File: config.mk
export PLATFORM = sky130hd
export DESIGN_NAME = serial_subtractor_ctrl
export DESIGN_NICKNAME = d
export VERILOG_FILES = /design/src/rtl/serial_subtractor_ctrl.sv
export SDC_FILE = /design/constraint.sdc
export NUM_CORES = 1
export LEC_CHECK = 0
export BUFFER_PORTS_ARGS = -buffer_cell sky130_fd_sc_hd__buf_2
export CAP_MARGIN = 20
export CELL_PAD_IN_SITES_DETAIL_PLACEMENT = 0
export CELL_PAD_IN_SITES_GLOBAL_PLACEMENT = 1
export CORE_ASPECT_RATIO = 1.75
export CORE_MARGIN = 2
export CORE_UTILIZATION = 36
export DETAILED_ROUTE_END_ITERATION = 7
export PLACE_DENSITY = 0.71
export REMOVE_ABC_BUFFERS = 1
export SLEW_MARGIN = 20
export SYNTH_ARGS = -nofsm -noshare
export SYNTH_HDL_FRONTEND = slang
export SYNTH_SLANG_ARGS = --single-unit
File: constraint.sdc
create_clock -name clk -period 1.4 [get_ports clk]
set_clock_uncertainty 0.1 [all_clocks]
set_input_delay 0.14 -clock clk [delete_from_list [all_inputs] [get_ports clk]]
set_output_delay 0.14 -clock clk [all_outputs]
set_load 0.05 [all_outputs]
File: src/rtl/serial_subtractor_ctrl.sv
// serial_subtractor_ctrl: bit-serial A - B controller.
// A single full-subtractor cell is stepped LSB-first over WIDTH bits.
// Each result bit enters the result register from the MSB side.
// Define SUB_OVERFLOW_EN to add the signed-overflow output 'overflow'.
module serial_subtractor_ctrl #(
  parameter int WIDTH = 8
) (
  input  logic             clk,
  input  logic             rst_n,
  input  logic             start,
  input  logic [WIDTH-1:0] a_in,
  input  logic [WIDTH-1:0] b_in,
  output logic             ready,
  output logic             busy,
  output logic             done,
  output logic [WIDTH-1:0] difference,
  output logic             barrow
`ifdef SUB_OVERFLOW_EN
  ,
  output logic             overflow
`endif
);

  localparam int CW = $clog2(WIDTH);

  localparam logic [1:0] S_IDLE = 2'd0;
  localparam logic [1:0] S_RUN  = 2'd1;
  localparam logic [1:0] S_DONE = 2'd2;

  localparam logic [CW-1:0] LAST_BIT = CW'(WIDTH - 1);

  logic [1:0]       state;
  logic [CW-1:0]    bit_cnt;
  logic             br;
  logic [WIDTH-1:0] a_sh;
  logic [WIDTH-1:0] b_sh;
  // The result register only needs WIDTH-1 bits.
  // The final bit goes straight to 'difference' on the last edge.
  logic [WIDTH-2:0] res;

  logic             a_bit;
  logic             b_bit;
  logic             d_bit;
  logic             br_next;
  logic [WIDTH-1:0] res_next;

  // Shared full-subtractor cell operating on the current LSBs
  always_comb begin
    a_bit    = a_sh[0];
    b_bit    = b_sh[0];
    d_bit    = a_bit ^ b_bit ^ br;
    br_next  = (~a_bit & b_bit) | (~(a_bit ^ b_bit) & br);
    res_next = {d_bit, res};
  end

  // Handshake outputs decode directly from the state register
  always_comb begin
    ready = (state != S_RUN);
    busy  = (state == S_RUN);
    done  = (state == S_DONE);
  end

  // Control FSM, datapath shifting and result capture
  always_ff @(posedge clk) begin
    if (!rst_n) begin
      state      <= S_IDLE;
      bit_cnt    <= '0;
      br         <= 1'b0;
      a_sh       <= '0;
      b_sh       <= '0;
      res        <= '0;
      difference <= '0;
      barrow     <= 1'b0;
`ifdef SUB_OVERFLOW_EN
      overflow   <= 1'b0;
`endif
    end else begin
      case (state)
        S_IDLE, S_DONE: begin
          if (start) begin
            a_sh    <= a_in;
            b_sh    <= b_in;
            br      <= 1'b0;
            bit_cnt <= '0;
            state   <= S_RUN;
          end else begin
            state   <= S_IDLE;
          end
        end
        S_RUN: begin
          a_sh <= a_sh >> 1;
          b_sh <= b_sh >> 1;
          br   <= br_next;
          res  <= res_next[WIDTH-1:1];
          if (bit_cnt == LAST_BIT) begin
            state      <= S_DONE;
            difference <= res_next;
            barrow     <= br_next;
`ifdef SUB_OVERFLOW_EN
            // On the last step the cell sees the operand and result sign bits
            overflow   <= (a_bit ^ b_bit) & (a_bit ^ d_bit);
`endif
          end else begin
            bit_cnt <= bit_cnt + 1'b1;
          end
        end
        default: state <= S_IDLE;
      endcase
    end
  end

endmodule

==> qor.csv <==
stage;metric;value;unit
die;die_w;54.05;microns
synth;synth_top_cell_area_share;48.22;%
synth;syn_avg_cell_area;8.392;sq um
sta;relSlewSlack;82.54;%
placed_design;dp_hpwl;2355;microns
cts;insertion_delay;290;ps
sta;fin_ws;-19.89;ps
cts;ctsHtreeMaxLevel;2;
die;die_height;91.58;microns
worst_setup_path;worstSetupStartpointType;register;
status;violations;setup timing;
cts;clock_path_buffers;2;
hold_path;whs_endpoint;b_sh[5];
die;dieArea;4949;sq um
cts;cts_num_sinks;38;
cts;cts_root_buf;clkbuf_8;
synth;syn-cell-area;1578;sq um
finish;final_cell_count_no_fill;284;
route;postRouteAntennaNets;0;
placed_design;port-buffer-count;30;
sta;setup_tns;-39.23;ps
finish;seqCellArea;770.7;sq um
worst_setup_path;crit_path_end_kind;register;
worst_setup_path;crit_fanout;4;
global_routing;grt_overflow;0;
synth;ys_ff_latch;38;
global_routing;grt_pass1_vias;1354;
synth;syn-instance-count;188;
global_routing;antenna_found_initial;0;
finish;fin_nets;256;
die;rows;31;
global_routing;grtUsageTotal;15.60;%
placed_design;gp_congestion;0.7038;
route;drc_errors;0;
sta;worstMarginPinSlew;261.6;ps
route;vias;1414;
synth;synth_top_area_cell;dfxtp_1;
synth;synth.area.top_cells;dfxtp_1 48%, nand2_1 13%, a21oi_1 5.7%, a31oi_1 5.6%, o21ai_0 4.4%;
sta;min_period;1420;ps
power_and_ir_drop;p_leak;0.8197;nW
route;routed_via_density;4.979;
sta;rsz0062_at_grt;true;
sta;holdWs;6.442;ps
route;dr.pass1.iters;4;
cts;numCtsBuffers;5;
worst_setup_path;reg2regPathDepth;6;
hold_path;hold_path_depth;3;
route;wl;3424;microns
power_and_ir_drop;ir_worst_vdd;676.8;uV
global_routing;grt_pass1_wl;5830;microns
synth;synth_cell_type_count;26;
cts;tritoncts;built;
sta;finalSetupViolations;2;
sta;hold_violations;0;
route;wl_per_cell;12.06;microns
hold_path;min-delay-start;b_in[5];
synth;yosys_warnings;0;
job;cap_viol_max_count;0;
finish;multi_input_area;754.5;sq um
worst_setup_path;r2r_start;bit_cnt[1];
finish;synthToLayoutAreaGrowth;32.99;%
die;core-area;4189;sq um
die;io_pins;31;
global_routing;grt_max_degree;20;
sta;min_period_over_period;101.4;%
cts;path_clk_slew;70;ps
worst_setup_path;rr_endpoint;bit_cnt[1];
status;outcome;finished with violations;
worst_setup_path;required;1520;ps
sta;finalMaxSlewViolations;0;
power_and_ir_drop;power.density;1154;nW/um^2
finish;antenna_cells;0;
worst_setup_path;r2r_slack;-20;ps
finish;fillers;435;
worst_setup_path;crit_arrival;1540;ps
placed_design;dpl.cell_count;266;
worst_setup_path;path_class;reg2reg;
synth;yosysSeqAreaShare;48.22;%
sta;fmax;704.3;MHz
die;start_util;37.66;%
hold_path;hp-class;in2reg;
route;first_iter_violations;35;
finish;drive_gt1_share;32.77;%
cells in the final DEF (no fill, tap or decap), drive strengths merged:
cell type	n
nand2	54
clkinv	2
ha	2
a31oi	14
nand3b	3
a311oi	1
nand3	11
nor3b	1
nand2b	2
nor4	1
buf	48
nor2b	3
fa	1
o21ai	14
dfxtp	38
dlygate4sd3	5
a21oi	21
bufinv	1
nor2	3
clkbuf	5
a31o	1
inv	4
kinds of logic after synthesis:
group,share of synthesized area (%)
adders and majority gates,2.855
buffers and inverters,6.898
DFF,48.22
and+or+nand+nor,23.15
AOI/OAI and AO/OA,18.87
synth_stat cells:
cell,count
nor2_1,3
a31o_1,1
nand3_1,9
buf_4,2
nor2b_1,2
o21ai_0,14
nand2_1,54
buf_8,1
dfxtp_1,38
nor2b_4,1
nand3b_1,3
nand3_2,2
nor4_2,1
buf_2,6
inv_2,1
inv_1,3
buf_6,2
ha_1,2
clkbuf_1,3
nand2b_1,2
a311oi_2,1
fa_1,1
a21oi_1,18
nor3b_2,1
a31oi_1,14
a21oi_2,3
per-stage QoR:
| stage | cell area (sq um) | util [%] | worst slack (ps) | total power [mW] |
|---|---|---|---|---|
| 2_1_floorplan | 1484 | - | -552.7 | 1.344 |
| 3_3_place_gp | 1805 | 43.10 | -18.77 | 1.460 |
| 3_5_place_dp | 1805 | 43.10 | -132.5 | 1.467 |
| 4_1_cts | 2036 | 48.60 | -45.90 | 2.416 |
| 5_1_grt | 2098 | 50.09 | -97.49 | 2.539 |
| 6_report | 2098 | 50.09 | -19.89 | 2.421 |
worst max-delay path: stages, from the launching register on:
cell	delay (ps)
dfxtp_4	360
ha_4	160
ha_4	170
nor3b_4	270
buf_6	150
nand2_2	40
a21oi_2	110
report_power, final:
part / internal [mW] / leakage, nW / total (mW) / switching, mW
clock: 0.525 / 0.0579 / 0.920 / 0.395
combinational: 0.161 / 0.449 / 0.338 / 0.177
sequential: 1.13 / 0.312 / 1.16 / 0.0303
total: 1.82 / 0.820 / 2.42 / 0.602
sequential cells by signal (all words and copies together), names as in the netlist:
signal	flops
a_sh	8
b_sh	8
difference	8
res	7
bit_cnt	3
state	2
barrow	1
br	1
what timing repair did:
action	in CTS	in global routing
resized for setup	20	13
hold buffers	5	0
pin swaps	6	4
setup buffers	0	5
endpoints found under the setup margin	7	14
endpoints found under the hold margin	5	0
layer usage:
metal	vias to the layer above	wire length, microns	GRT usage [%]
met5	-	0	0
met1	649	1418	16.87
met4	0	56	6.042
li1	730	-	-
met2	29	1811	27.24
met3	6	137	4.276
area by class of cell:
type | instances | share of cell area [%]
clock inverter | 3 | 1.908
sequential | 38 | 36.73
timing repair buffer | 53 | 18.37
clock buffer | 5 | 3.280
multi-input combinational | 132 | 35.96
tap | 49 | 2.922
inverter | 4 | 0.8348
how the worst max path moves through the flow:
stage,start,to,cells after the start
2_1_floorplan,state[0],a_sh[0],4
3_3_place_gp,bit_cnt[0],bit_cnt[0],5
3_5_place_dp,bit_cnt[0],bit_cnt[0],5
4_1_cts,bit_cnt[1],bit_cnt[1],6
5_1_grt,bit_cnt[1],bit_cnt[2],6
6_report,bit_cnt[1],bit_cnt[1],6
Power figures use the tool's default switching activity.
